<file path="src/rtl/memory_loader_if.sv">
// Receive-path bus between the UART/debug FSM side and the memory loader.
// Signal names keep the loader's port naming so both ends read the same.
interface memory_loader_if #(
   parameter int UART_BUS_SIZE        = 8,
   parameter int MEMORY_SLOT_SIZE     = 32,
   parameter int MEMORY_ADDR_BUS_SIZE = 10
);
   logic                            i_start;
   logic                            i_rx_done;
   logic [UART_BUS_SIZE-1:0]        i_rx_data;
   logic                            o_wr_enable;
   logic [MEMORY_ADDR_BUS_SIZE-1:0] o_wr_addr;
   logic [MEMORY_SLOT_SIZE-1:0]     o_wr_data;
   logic                            o_busy;
   logic                            o_end;
   logic                            o_overflow;

   modport slave (
      input  i_start, i_rx_done, i_rx_data,
      output o_wr_enable, o_wr_addr, o_wr_data, o_busy, o_end, o_overflow
   );

   modport master (
      output i_start, i_rx_done, i_rx_data,
      input  o_wr_enable, o_wr_addr, o_wr_data, o_busy, o_end, o_overflow
   );
endinterface

</file>
<file path="src/rtl/memory_loader.sv">
// Deserializes UART bytes (little-endian) into memory words and writes them to
// consecutive instruction-memory addresses until a halt word or memory is full.
module memory_loader #(
   parameter int                        UART_BUS_SIZE        = 8,
   parameter int                        MEMORY_SLOT_SIZE     = 32,
   parameter int                        MEMORY_ADDR_BUS_SIZE = 10,
   parameter logic [MEMORY_SLOT_SIZE-1:0] HALT_WORD          = 32'hFFFF_FFFF
) (
   input  logic               i_clk,
   input  logic               i_reset,
   memory_loader_if.slave     bus
);
   localparam int BYTES = MEMORY_SLOT_SIZE / UART_BUS_SIZE;
   localparam int PTR_W = $clog2(BYTES) + 1;
   localparam logic [PTR_W-1:0] LAST = PTR_W'(BYTES - 1);
   localparam logic [MEMORY_ADDR_BUS_SIZE-1:0] ADDR_MAX = '1;

   typedef enum logic [1:0] {S_IDLE, S_RECEIVE, S_WRITE} state_t;

   state_t                                     r_state;
   logic [PTR_W-1:0]                           r_ptr;
   // The final byte of a word bypasses the buffer straight into o_wr_data.
   logic [BYTES-2:0][UART_BUS_SIZE-1:0]        r_buf;
   logic [MEMORY_ADDR_BUS_SIZE-1:0]            r_addr;
   logic                                       r_wr_en;
   logic [MEMORY_ADDR_BUS_SIZE-1:0]            r_wr_addr;
   logic [MEMORY_SLOT_SIZE-1:0]                r_wr_data;
   logic                                       r_busy;
   logic                                       r_end;
   logic                                       r_ovf;

   always_ff @(posedge i_clk or negedge i_reset) begin
      if (!i_reset) begin
         r_state   <= S_IDLE;
         r_ptr     <= '0;
         r_buf     <= '0;
         r_addr    <= '0;
         r_wr_en   <= 1'b0;
         r_wr_addr <= '0;
         r_wr_data <= '0;
         r_busy    <= 1'b0;
         r_end     <= 1'b0;
         r_ovf     <= 1'b0;
      end else begin
         case (r_state)
            S_IDLE: begin
               if (bus.i_start) begin
                  r_state   <= S_RECEIVE;
                  r_ptr     <= '0;
                  r_addr    <= '0;
                  r_wr_addr <= '0;
                  r_end     <= 1'b0;
                  r_ovf     <= 1'b0;
                  r_busy    <= 1'b1;
               end
            end
            S_RECEIVE: begin
               if (bus.i_rx_done) begin
                  if (r_ptr == LAST) begin
                     r_state   <= S_WRITE;
                     r_ptr     <= '0;
                     r_wr_data <= {bus.i_rx_data, r_buf};
                     r_wr_en   <= 1'b1;
                     r_wr_addr <= r_addr;
                  end else begin
                     r_buf[r_ptr[PTR_W-2:0]] <= bus.i_rx_data;
                     r_ptr                   <= r_ptr + PTR_W'(1);
                  end
               end
            end
            S_WRITE: begin
               r_wr_en <= 1'b0;
               if (r_wr_data == HALT_WORD || r_addr == ADDR_MAX) begin
                  r_state <= S_IDLE;
                  r_end   <= 1'b1;
                  r_busy  <= 1'b0;
                  r_ovf   <= (r_wr_data != HALT_WORD);
               end else begin
                  r_state <= S_RECEIVE;
                  r_addr  <= r_addr + 1'b1;
                  // A byte landing in the strobe cycle starts the next word.
                  if (bus.i_rx_done) begin
                     r_buf[0] <= bus.i_rx_data;
                     r_ptr    <= PTR_W'(1);
                  end
               end
            end
            default: r_state <= S_IDLE;
         endcase
      end
   end

   assign bus.o_wr_enable = r_wr_en;
   assign bus.o_wr_addr   = r_wr_addr;
   assign bus.o_wr_data   = r_wr_data;
   assign bus.o_busy      = r_busy;
   assign bus.o_end       = r_end;
   assign bus.o_overflow  = r_ovf;
endmodule
</file>
<file path="src/flat_wrapper.sv">
// flat-port wrapper written by rule: the top's interface ports become plain ports
module memory_loader_flat 
#(
   parameter int                        UART_BUS_SIZE        = 8,
   parameter int                        MEMORY_SLOT_SIZE     = 32,
   parameter int                        MEMORY_ADDR_BUS_SIZE = 10,
   parameter logic [MEMORY_SLOT_SIZE-1:0] HALT_WORD          = 32'hFFFF_FFFF
)
  (i_clk, i_reset, bus_i_start, bus_i_rx_done, bus_i_rx_data, bus_o_wr_enable, bus_o_wr_addr, bus_o_wr_data, bus_o_busy, bus_o_end, bus_o_overflow);
  memory_loader_if #(.UART_BUS_SIZE(UART_BUS_SIZE), .MEMORY_SLOT_SIZE(MEMORY_SLOT_SIZE), .MEMORY_ADDR_BUS_SIZE(MEMORY_ADDR_BUS_SIZE)) bus_i ();
  input  logic i_clk;
  input  logic i_reset;
  input wire logic [$bits(bus_i.i_start)-1:0] bus_i_start;
  input wire logic [$bits(bus_i.i_rx_done)-1:0] bus_i_rx_done;
  input wire logic [$bits(bus_i.i_rx_data)-1:0] bus_i_rx_data;
  output wire logic [$bits(bus_i.o_wr_enable)-1:0] bus_o_wr_enable;
  output wire logic [$bits(bus_i.o_wr_addr)-1:0] bus_o_wr_addr;
  output wire logic [$bits(bus_i.o_wr_data)-1:0] bus_o_wr_data;
  output wire logic [$bits(bus_i.o_busy)-1:0] bus_o_busy;
  output wire logic [$bits(bus_i.o_end)-1:0] bus_o_end;
  output wire logic [$bits(bus_i.o_overflow)-1:0] bus_o_overflow;
  assign bus_i.i_start = bus_i_start;
  assign bus_i.i_rx_done = bus_i_rx_done;
  assign bus_i.i_rx_data = bus_i_rx_data;
  assign bus_o_wr_enable = bus_i.o_wr_enable;
  assign bus_o_wr_addr = bus_i.o_wr_addr;
  assign bus_o_wr_data = bus_i.o_wr_data;
  assign bus_o_busy = bus_i.o_busy;
  assign bus_o_end = bus_i.o_end;
  assign bus_o_overflow = bus_i.o_overflow;
  memory_loader #(.UART_BUS_SIZE(UART_BUS_SIZE), .MEMORY_SLOT_SIZE(MEMORY_SLOT_SIZE), .MEMORY_ADDR_BUS_SIZE(MEMORY_ADDR_BUS_SIZE), .HALT_WORD(HALT_WORD)) u_core (.i_clk(i_clk), .i_reset(i_reset), .bus(bus_i));
endmodule
</file>
<file path="config.mk">
export PLATFORM = sky130hd
export DESIGN_NAME = memory_loader_flat
export DESIGN_NICKNAME = d
export VERILOG_FILES = /design/src/rtl/memory_loader_if.sv /design/src/rtl/memory_loader.sv /design/src/flat_wrapper.sv
export SDC_FILE = /design/constraint.sdc
export NUM_CORES = 1
export LEC_CHECK = 0
export CAP_MARGIN = 15
export CORE_MARGIN = 1
export CORE_UTILIZATION = 50
export CTS_BUF_LIST = sky130_fd_sc_hd__clkbuf_4 sky130_fd_sc_hd__clkbuf_8
export DETAILED_ROUTE_END_ITERATION = 6
export PLACE_DENSITY = 0.79
export REMOVE_ABC_BUFFERS = 1
export SYNTH_ARGS = -nofsm -noshare
export SYNTH_HDL_FRONTEND = slang
export SYNTH_SLANG_ARGS = --single-unit
</file>
<file path="constraint.sdc">
create_clock -name i_clk -period 1.87 [get_ports i_clk]
set_input_delay 0.374 -clock i_clk [delete_from_list [all_inputs] [get_ports i_clk]]
set_output_delay 0.374 -clock i_clk [all_outputs]
set_load 0.01 [all_outputs]
</file>
==> results of run 1 <==
## final cells by class
type	count	area share
inverters	8	0.005829
clock buffers	10	0.02672
flip-flops and latches	85	0.4129
well taps	99	0.02405
clock inverters	5	0.008744
multi-input cells	189	0.3172
repair buffers	113	0.2045
## report_power, final
group	internal, mW	total [mW]	leakage [nW]	switching [mW]
Sequential	2.20	2.41	1.13	0.214
Clock	0.530	1.21	0.0909	0.683
Combinational	1.05	1.94	1.16	0.888
Total	3.78	5.56	2.38	1.78
## through the flow
stage	area [um^2]	worst slack, ns	total power, mW	utilization
after floorplan	3742	-0.8760	3.360	-
after global placement	4882	-0.1828	4.162	0.6695
after detailed placement	4882	-0.2319	4.237	0.6695
after CTS	5105	0.006166	5.507	0.7001
after global routing	5151	-0.07423	5.862	0.7064
final	5151	0.003171	5.565	0.7064
## per-layer routing
| metal | GRT usage | vias to the layer above | share of wire |
|---|---|---|---|
| met3 | 0.04524 | 15 | 0.044 |
| met5 | 0 | - | 0 |
| met2 | 0.4115 | 80 | 0.50 |
| met4 | 0.05628 | 0 | 0.013 |
| met1 | 0.3087 | 1500 | 0.44 |
| li1 | - | 1327 | - |
## worst max-delay path, stage by stage (launching register included)
cell and delay [ns]:
sky130_fd_sc_hd__dfrtp_1 0.37, sky130_fd_sc_hd__ha_1 0.18, sky130_fd_sc_hd__nand2b_1 0.12, sky130_fd_sc_hd__and3_1 0.22, sky130_fd_sc_hd__and3_1 0.20, sky130_fd_sc_hd__a41oi_4 0.20, sky130_fd_sc_hd__buf_12 0.15, sky130_fd_sc_hd__mux2_2 0.33
## logic make-up (layout without fill, tap and decap cells)
kind of cell | Yosys count | after routing | share of synthesized area
buffers and inverters | 22 | 136 | 0.02401
DFF | 85 | 85 | 0.5592
and+or+nand+nor | 68 | 68 | 0.1046
muxes | 58 | 58 | 0.1711
AOI/OAI and AO/OA | 53 | 53 | 0.1082
adders and majority gates | 10 | 10 | 0.03289
## flip-flops by register name (all words and copies together) (netlist names), 2 cells and up
register and cells:
u_core.bus.o_wr_addr 10, u_core.r_addr 10, u_core.bus.o_wr_data 32, u_core.r_state 2, u_core.r_ptr 3, u_core.r_buf 24
## worst max-delay path by stage
stage,start,slack (ns),endpoint
global route,u_core.r_ptr[1],-0.07,u_core.r_buf[5]
detailed placement,bus_i_rx_done,-0.23,u_core.bus.o_wr_addr[4]
floorplan,u_core.r_state[1],-0.88,u_core.bus.o_wr_addr[0]
global placement,bus_i_rx_done,-0.18,u_core.r_buf[1]
CTS,u_core.r_state[0],0.006,u_core.r_ptr[2]
finish,u_core.r_ptr[1],0.003,u_core.r_buf[7]
## synthesized netlist by cell type (all sizes together), types with 2 or more instances
cell type,instances,area [um^2]
dfrtp,85,2127
ha,10,125.1
a21oi,9,48.80
nor2,9,33.78
nor4,5,43.79
nand4,15,93.84
a41o,3,30.03
nand3,4,25.02
o21a,4,30.03
buf,4,22.52
o21ai,8,43.79
mux2i,2,20.02
nor3,3,20.02
nand4b,2,17.52
a31oi,4,25.02
clkbuf,10,38.78
a22o,11,96.34
inv,8,30.03
and3,5,31.28
nand2b,3,18.77
nand2,13,48.80
nand3b,2,15.01
a41oi,3,45.05
mux2,56,630.6
nor2b,2,12.51
## timing repair
item / in CTS / in global routing
pin swaps: 1 / 4
buffers inserted: 2 / 0
endpoints found under the setup margin: 8 / 16
hold buffers: 1 / 0
endpoints found under the hold margin: 14 / 0
resized for setup: 1 / 8
==> qor.log, run 1 <==
[drt] number of DRC markers in iteration 0 151
[yosys] prevailing post-synth register cell sky130_fd_sc_hd__dfrtp_1
[timing] total negative slack 0 ns
[pwr] Worst IR Drop VDD 760.6 uV
[placement] placed insts 491
[yosys] number of synthesized flops with an enable pin 0
[timing] unrepaired setup endpoints after global routing yes
[yosys] post-synthesis sequential area ratio 0.5592
[run] max-cap check violation count 0
[drt] Via Count 2922
[placement] number of port buffers 57
[floorplanning] Rows 31
[timing] maximum achievable frequency 535.7 MHz
[grt] initial antenna violation count 0
[drt] remaining antenna violation count 0
[timing] Tmin final 1.867 ns
[yosys] mean instance size in the synthesized netlist 12.85 um^2
[setup_path] data arrival time of the worst path 2.11 ns
[clock_tree] total CTS buffers 9
[drt] Initial DRT Pass Iterations 4
[grt] vias in the first global route 2870
[setup_path] category of the worst setup path launch point flop
[finish] nets@finish 428
[yosys] total of warnings raised by yosys 0
[timing] worst hold-check slack 0.4164 ns
[floorplanning] top-level I/O count 58
[grt] maximum number of pins on one net before global-route repair 52
[floorplanning] placeable core region 7292 um^2
[grt] wire length of the first global-routing pass 14150 um
[floorplanning] Die Span Y 89.22 um
[finish] most frequent cells in the layout sky130_fd_sc_hd__dfrtp_1, sky130_fd_sc_hd__mux2_2, sky130_fd_sc_hd__clkdlybuf4s50_1
[finish] count of non-filler cells in the finished layout 509
[clock_tree] insertion delay to the later sink of the worst-skew pair 0.35 ns
[drt] # DRC 0
[finish] multi-input gate area in the final layout 1634 um^2
[pwr] cell area power density 1080 nW/um^2
[finish] Register Area 2127 um^2
[clock_tree] cell at the root of the clock tree sky130_fd_sc_hd__clkbuf_8
[clock_tree] clock tree from TritonCTS built
[timing] total setup violations reported at the end of the flow 0
[finish] leading cell type in the layout, fill and taps excluded sky130_fd_sc_hd__dfrtp_1
[drt] vias per cell 5.741
[placement] final estimated routing congestion in global placement 0.8761
[yosys] cell count after synthesis 296
[drt] Total Wirelength 8669 um
[run_status] result of the run finished, final reports clean
[placement] HPWL after detailed placement 6274 um
[timing] actual transition at the worst max-transition pin 0.4739 ns
[setup_path] worst-case register-to-register setup slack 0.003 ns
[setup_path] start-to-end type of the worst setup path reg -> reg
[clock_tree] Clock transition at path regs 0.09 ns
[timing] Max-slew headroom 0.6840
[pwr] static power due to leakage 2.382 nW
[setup_path] Critical Path RT 2.11 ns
[finish] Diodes inserted 0
[timing] Post-Route Skew 0.01510 ns
[floorplanning] DIE WIDTH 89.22 um
[setup_path] Critical Path Fanout Max 8
[clock_tree] maximum count of clock buffers along a single path 2
[setup_path] Worst Reg2Reg Path Length in Cells 7
[finish] proportion of layout cells with a drive suffix above 1 0.3439
[floorplanning] effective utilization at floorplan 0.5216
[grt] total routing resource utilization after global routing 0.2371
[finish] fill cell count 519
[setup_path] source of the worst register-to-register timing path u_core.r_ptr[1]
[timing] final hold viol count 0
[grt] global-route congestion overflow total 0
[setup_path] Crit. End Element flop
[yosys] synthesized area 3804 um^2
[setup_path] reg2reg end u_core.r_buf[7]
[finish] area added between synthesis and finish 35.43%
[yosys] flop and latch count out of synthesis 85
[yosys] Cell variety after synth 49
[floorplanning] die area 7960 um^2
[timing] share of the clock period used by the worst path 0.9983
[clock_tree] TritonCTS Sinks 85
[timing] final max-slew violation count 0
[yosys] share of synthesized registers carrying an async set or reset 1.000
[clock_tree] H-tree depth 3
[drt] post-DR wirelength/cell 17.03 um
[worst_hold_path] Min-Delay Path Class in -> async
Power figures use the tool's default switching activity.
==> run 2: changes to the inputs <==
--- a/config.mk
+++ b/config.mk
@@ -5,12 +5,11 @@
 export SDC_FILE = /design/constraint.sdc
 export NUM_CORES = 1
 export LEC_CHECK = 0
-export CAP_MARGIN = 15
 export CORE_MARGIN = 1
 export CORE_UTILIZATION = 50
 export CTS_BUF_LIST = sky130_fd_sc_hd__clkbuf_4 sky130_fd_sc_hd__clkbuf_8
 export DETAILED_ROUTE_END_ITERATION = 6
-export PLACE_DENSITY = 0.79
+export PLACE_DENSITY = 0.76
 export REMOVE_ABC_BUFFERS = 1
 export SYNTH_ARGS = -nofsm -noshare
 export SYNTH_HDL_FRONTEND = slang
==> constraint.sdc (replaced) <==
create_clock -name i_clk -period 2 [get_ports i_clk]
set_input_delay 0.4 -clock i_clk [delete_from_list [all_inputs] [get_ports i_clk]]
set_output_delay 0.4 -clock i_clk [all_outputs]
set_load 0.01 [all_outputs]
==> qor.log, run 2 (synthesized netlist as in run 1, its figures left out) <==
[run_status] result of the run finished, final reports clean
[clock_tree] cell at the root of the clock tree sky130_fd_sc_hd__clkbuf_8
[setup_path] data arrival time of the worst path 2.14 ns [+0.03 ns]
[floorplanning] Die Span Y 89.22 um [unchanged]
[grt] global-route congestion overflow total 0 [unchanged]
[setup_path] start-to-end type of the worst setup path reg -> reg
[floorplanning] DIE WIDTH 89.22 um [unchanged]
[floorplanning] effective utilization at floorplan 0.5216 [unchanged]
[floorplanning] placeable core region 7292 um^2 [unchanged]
[finish] area added between synthesis and finish 31.97%
[drt] remaining antenna violation count 0 [unchanged]
[setup_path] reg2reg end u_core.r_buf[5]
[timing] total setup violations reported at the end of the flow 0 [unchanged]
[floorplanning] top-level I/O count 58 [unchanged]
[pwr] PnR Total Power 5.084 mW [-8.6%]
[drt] # DRC 0 [unchanged]
[timing] Max-slew headroom 0.7012 [+0.01718]
[floorplanning] Rows 31 [unchanged]
[setup_path] Crit. End Element flop
[pwr] Worst IR Drop VDD 654.1 uV [-14%]
[run] max-cap check violation count 0 [unchanged]
[finish] nets@finish 412 [-3.7%]
[grt] vias in the first global route 2711 [-5.5%]
[setup_path] Worst Reg2Reg Path Length in Cells 7 [unchanged]
[drt] Via Count 2759 [-5.6%]
[clock_tree] insertion delay to the later sink of the worst-skew pair 0.36 ns [about the same]
[drt] vias per cell 5.596 [-2.5%]
[pwr] Clock power frac 0.222 [+0.004]
[clock_tree] total CTS buffers 9 [unchanged]
[finish] proportion of layout cells with a drive suffix above 1 0.3096 [-0.03426]
[drt] post-DR wirelength/cell 16.74 um [-1.7%]
[setup_path] worst-case register-to-register setup slack 0.10 ns [+0.10 ns]
[grt] maximum number of pins on one net before global-route repair 38 [-27%]
[grt] total routing resource utilization after global routing 0.2321 [-0.004934]
[finish] fill cell count 590 [+14%]
[clock_tree] maximum count of clock buffers along a single path 2 [unchanged]
[pwr] sequential cell fraction of total power 0.443 [+0.010]
[timing] Tmin final 1.896 ns [+0.02871 ns]
[timing] actual transition at the worst max-transition pin 0.4482 ns [-0.02577 ns]
[drt] Initial DRT Pass Iterations 4 [unchanged]
[clock_tree] clock tree from TritonCTS built
[grt] wire length of the first global-routing pass 13620 um [-3.7%]
[pwr] net switching power of the design 1.599 mW [-10%]
[pwr] cell area power density 1013 nW/um^2 [-6.3%]
[finish] flip-flop count of the largest register after layout 32 [unchanged]
[setup_path] source of the worst register-to-register timing path u_core.r_ptr[0]
[finish] leading cell type in the layout, fill and taps excluded sky130_fd_sc_hd__dfrtp_1
[timing] maximum achievable frequency 527.6 MHz [-1.5%]
[timing] Post-Route Skew 0.009275 ns [-0.005820 ns]
[clock_tree] TritonCTS Sinks 85 [unchanged]
[pwr] Gate power share 0.334 [-0.015]
[pwr] switching power as a share of total power 0.3146 [-0.006066]
[clock_tree] Clock transition at path regs 0.09 ns [about the same]
[setup_path] Critical Path RT 2.24 ns [+0.13 ns]
[placement] number of port buffers 57 [unchanged]
[timing] final hold viol count 0 [unchanged]
[timing] final max-slew violation count 0 [unchanged]
[pwr] cell internal pwr 3.484 mW [-7.8%]
[finish] count of non-filler cells in the finished layout 493 [-3.1%]
[setup_path] category of the worst setup path launch point flop
[worst_hold_path] Min-Delay Path Class in -> async
[clock_tree] H-tree depth 3 [unchanged]
[finish] Diodes inserted 0 [unchanged]
[setup_path] Critical Path Fanout Max 8 [unchanged]
[drt] Total Wirelength 8251 um [-4.8%]
[timing] share of the clock period used by the worst path 0.9478 [-0.05053]
[placement] placed insts 474 [-3.5%]
[grt] initial antenna violation count 0 [unchanged]
[finish] most frequent cells in the layout sky130_fd_sc_hd__dfrtp_1, sky130_fd_sc_hd__mux2_2, sky130_fd_sc_hd__clkdlybuf4s50_1
[drt] number of DRC markers in iteration 0 114 [-25%]
[floorplanning] die area 7960 um^2 [unchanged]
[pwr] static power due to leakage 2.320 nW [-2.6%]
[placement] final estimated routing congestion in global placement 0.7801 [-11%]
[timing] unrepaired setup endpoints after global routing no
[placement] HPWL after detailed placement 5946 um [-5.2%]
[setup_path] crit path from u_core.r_ptr[0]
[run 2: worst max-delay path by stage]
stage	endpoint	slack (ns)	cells past startpoint
floorplan	u_core.bus.o_wr_addr[0]	-0.75	5
global placement	u_core.r_buf[1]	-0.09	5
detailed placement	u_core.r_buf[6]	-0.12	5
CTS	u_core.r_buf[5]	0.005	6
global route	u_core.r_ptr[2]	0.02	8
finish	u_core.r_buf[5]	0.10	7
[run 2: through the flow]
step                      worst slack, ns  utilization  cell area [um^2]  hold WS, ns  TNS, ns
after floorplan                   -0.7460            -              3742       0.1044   -24.71
after global placement           -0.09219       0.6537              4767       0.3390   -1.421
after detailed placement          -0.1237       0.6537              4767       0.3384   -1.805
after CTS                        0.005494       0.6802              4960       0.4944        0
after global routing              0.02282       0.6884              5020       0.5129        0
final                              0.1045       0.6884              5020       0.4915        0
[run 2: power by group through the flow]
stage | Clock [mW] | Combinational (mW) | Sequential (mW)
after CTS | 1.16 | 1.62 | 2.26
final | 1.13 | 1.70 | 2.25
after global routing | 1.23 | 1.87 | 2.30
after floorplan | 0 | 0.866 | 2.28
after detailed placement | 0 | 1.61 | 2.29
after global placement | 0 | 1.56 | 2.28
[run 2: cell type report]
class	instances	area, um^2	share of cell area
sequential	85	2127	0.4237
multi-input combinational	189	1610	0.3208
timing repair buffer	97	945.9	0.1884
clock buffer	11	151.4	0.03016
tap	99	123.9	0.02468
clock inverter	4	31.28	0.006231
inverter	8	30.03	0.005982
[run 2: repair_timing]
| item | 4_1_cts | 5_1_grt |
|---|---|---|
| setup endpoints to repair | 8 | 13 |
| buffers inserted | 0 | 3 |
| resized for setup | 0 | 5 |
| hold buffers | 1 | 0 |
| pin swaps | 1 | 1 |
| endpoints found under the hold margin | 25 | 0 |
[run 2: worst max-delay path: stages (launching register included)]
cell and delay, ns:
sky130_fd_sc_hd__dfrtp_1 0.39, sky130_fd_sc_hd__ha_1 0.18, sky130_fd_sc_hd__nand2b_1 0.11, sky130_fd_sc_hd__and3_1 0.21, sky130_fd_sc_hd__and3_1 0.20, sky130_fd_sc_hd__a41oi_4 0.21, sky130_fd_sc_hd__buf_12 0.15, sky130_fd_sc_hd__mux2_2 0.33
[run 2: routing by layer]
metal / track usage / up-vias / share of wire
met5: 0 / - / 0
met4: 0.1053 / 0 / 0.021
met3: 0.03878 / 15 / 0.037
met2: 0.3747 / 56 / 0.48
met1: 0.3095 / 1401 / 0.46
li1: - / 1287 / -
==> run 3: changes to the inputs <==
--- a/config.mk
+++ b/config.mk
@@ -6,10 +6,11 @@
 export NUM_CORES = 1
 export LEC_CHECK = 0
 export CORE_MARGIN = 1
-export CORE_UTILIZATION = 50
+export CORE_UTILIZATION = 40
 export CTS_BUF_LIST = sky130_fd_sc_hd__clkbuf_4 sky130_fd_sc_hd__clkbuf_8
 export DETAILED_ROUTE_END_ITERATION = 6
-export PLACE_DENSITY = 0.76
+export MAX_ROUTING_LAYER = met4
+export PLACE_DENSITY = 0.63
 export REMOVE_ABC_BUFFERS = 1
 export SYNTH_ARGS = -nofsm -noshare
 export SYNTH_HDL_FRONTEND = slang
==> qor.log, run 3 (synthesized netlist as in run 1, its figures left out) <==
[placement] Post-Place Cell Area 4832 um^2 [+1.4%]
[grt] wire length of the first global-routing pass 14190 um [+4.2%]
[timing] Max-slew headroom 0.6766 [-0.02458]
[drt] Via Count 2716 [-1.6%]
[clock_tree] maximum count of clock buffers along a single path 2 [unchanged]
[finish] area added between synthesis and finish 32.50%
[setup_path] Crit. End Element flop
[floorplanning] die area 9903 um^2 [+24%]
[clock_tree] total CTS buffers 9 [unchanged]
[drt] # DRC 0 [unchanged]
[finish] Final Cell Area 5040 um^2 [+0.40%]
[timing] Tmin final 1.915 ns [+0.01921 ns]
[clock_tree] clock tree from TritonCTS built
[pwr] net switching power of the design 1.606 mW [+0.42%]
[finish] fill cell count 836 [+42%]
[pwr] sequential cell fraction of total power 0.443 [about the same]
[timing] final hold viol count 4 [+4]
[timing] total setup violations reported at the end of the flow 0 [unchanged]
[floorplanning] DIE WIDTH 99.52 um [+12%]
[worst_hold_path] Min-Delay Path Class in -> async
[pwr] PnR Total Power 5.085 mW [about the same]
[placement] placed insts 506 [+6.8%]
[floorplanning] effective utilization at floorplan 0.4116 [-0.1100]
[pwr] Gate power share 0.330 [-0.004]
[run_status] violated checks hold timing
[finish] most frequent cells in the layout sky130_fd_sc_hd__dfrtp_1, sky130_fd_sc_hd__mux2_2, sky130_fd_sc_hd__clkdlybuf4s50_1
[finish] flip-flop count of the largest register after layout 32 [unchanged]
[finish] Diodes inserted 0 [unchanged]
[setup_path] start-to-end type of the worst setup path reg -> reg
[setup_path] Critical Path Fanout Max 8 [unchanged]
[timing] share of the clock period used by the worst path 0.9574 [+0.009605]
[pwr] cell area power density 1009 nW/um^2 [-0.38%]
[grt] global-route congestion overflow total 0 [unchanged]
[timing] actual transition at the worst max-transition pin 0.4851 ns [+0.03693 ns]
[run_status] result of the run complete, but fails checks
[clock_tree] insertion delay to the later sink of the worst-skew pair 0.36 ns [about the same]
[placement] number of port buffers 57 [unchanged]
[grt] total routing resource utilization after global routing 0.1925 [-0.03959]
[finish] proportion of layout cells with a drive suffix above 1 0.3173 [+0.007614]
[floorplanning] Die Span Y 99.52 um [+12%]
[drt] number of DRC markers in iteration 0 90 [-21%]
[timing] Post-Route Skew 0.007971 ns [-0.001305 ns]
[clock_tree] Clock transition at path regs 0.09 ns [about the same]
[clock_tree] H-tree depth 3 [unchanged]
[grt] vias in the first global route 2716 [+0.18%]
[placement] worst slack at placement -0.09076 ns [+0.03299 ns]
[drt] post-DR wirelength/cell 16.01 um [-4.3%]
[setup_path] category of the worst setup path launch point flop
[pwr] cell internal pwr 3.479 mW [-0.16%]
[timing] maximum achievable frequency 522.3 MHz [-1.0%]
[floorplanning] Rows 35 [+13%]
[pwr] Worst IR Drop VDD 504.9 uV [-23%]
[timing] worst hold-check slack -0.002702 ns [-0.4942 ns]
[finish] count of non-filler cells in the finished layout 523 [+6.1%]
[grt] maximum number of pins on one net before global-route repair 37 [-2.6%]
[drt] remaining antenna violation count 0 [unchanged]
[run] max-cap check violation count 0 [unchanged]
[setup_path] data arrival time of the worst path 2.16 ns [+0.02 ns]
[drt] vias per cell 5.193 [-7.2%]
[finish] nets@finish 411 [-0.24%]
[pwr] switching power as a share of total power 0.3159 [+0.001259]
[clock_tree] CTS Hold Buffers Added 0 [-1]
[pwr] Clock power frac 0.226 [+0.004]
[pwr] static power due to leakage 2.274 nW [-2.0%]
[drt] Initial DRT Pass Iterations 4 [unchanged]
[clock_tree] cell at the root of the clock tree sky130_fd_sc_hd__clkbuf_8
[timing] final max-slew violation count 0 [unchanged]
[timing] min setup slack post-route 0.08525 ns [-0.01921 ns]
[setup_path] Critical Path RT 2.25 ns [about the same]
[placement] HPWL after detailed placement 5961 um [+0.25%]
[placement] final estimated routing congestion in global placement 0.8344 [+7.0%]
[grt] initial antenna violation count 0 [unchanged]
[drt] Total Wirelength 8375 um [+1.5%]
[clock_tree] TritonCTS Sinks 85 [unchanged]
[floorplanning] placeable core region 9240 um^2 [+27%]
[timing] unrepaired setup endpoints after global routing no
[floorplanning] top-level I/O count 58 [unchanged]
[finish] leading cell type in the layout, fill and taps excluded sky130_fd_sc_hd__dfrtp_1
## run 3: layout make-up
| class | count | area (um^2) | area share |
|---|---|---|---|
| Clock buffer | 12 | 152.6 | 0.03029 |
| Clock inverter | 4 | 32.53 | 0.006455 |
| Inverter | 8 | 30.03 | 0.005958 |
| Multi-Input combinational cell | 189 | 1600 | 0.3175 |
| Sequential cell | 85 | 2127 | 0.4220 |
| Tap cell | 129 | 161.4 | 0.03203 |
| Timing Repair Buffer | 96 | 935.9 | 0.1857 |
## run 3: worst paths after layout
check / cells after the start / from / slack (ns) / end
setup / recovery: 7 / u_core.r_state[1] / 0.09 / u_core.r_buf[5]
hold / removal: 1 / i_reset / -0.003 / u_core.bus.o_wr_data[1]
setup reg to reg: 7 / u_core.r_state[1] / 0.09 / u_core.r_buf[5]
max in group asynchronous: 2 / i_reset / 1.36 / u_core.r_buf[8]
hold reg to reg: 1 / u_core.bus.o_wr_addr[2] / 0.50 / u_core.bus.o_wr_addr[2]
min in group i_clk: 1 / u_core.bus.o_wr_addr[2] / 0.50 / u_core.bus.o_wr_addr[2]
## run 3: power groups by stage
stage,sequential [mW],clock [mW],combinational (mW)
2_1_floorplan,2.28,0,0.866
3_3_place_gp,2.28,0,1.63
3_5_place_dp,2.29,0,1.65
4_1_cts,2.26,1.19,1.66
5_1_grt,2.30,1.27,1.85
6_report,2.25,1.15,1.68
## run 3: timing repair
item | 4_1_cts | 5_1_grt
buffers inserted | 0 | 1
hold endpoints to repair | 0 | 0
setup endpoints to repair | 4 | 13
gates resized for setup | 0 | 5
pin swaps | 1 | 2
## run 3: worst max-delay path, stage by stage (launching register included)
cell	delay, ns
sky130_fd_sc_hd__dfrtp_1	0.37
sky130_fd_sc_hd__inv_1	0.09
sky130_fd_sc_hd__ha_1	0.27
sky130_fd_sc_hd__and3_1	0.19
sky130_fd_sc_hd__and3_1	0.20
sky130_fd_sc_hd__a41oi_4	0.20
sky130_fd_sc_hd__buf_12	0.15
sky130_fd_sc_hd__mux2_2	0.33
## run 3: through the flow
step,util,setup TNS (ns)
2_1_floorplan,-,-24.71
3_3_place_gp,0.5230,-1.109
3_5_place_dp,0.5230,-1.519
4_1_cts,0.5430,0
5_1_grt,0.5454,0
6_report,0.5454,0
## run 3: metal layers
| metal | track usage | up-vias | part of all wire |
|---|---|---|---|
| li1 | - | 1295 | - |
| met1 | 0.2616 | 1351 | 0.48 |
| met2 | 0.2874 | 58 | 0.47 |
| met3 | 0.04849 | 12 | 0.034 |
| met4 | 0.05204 | 0 | 0.013 |
| met5 | - | - | 0 |
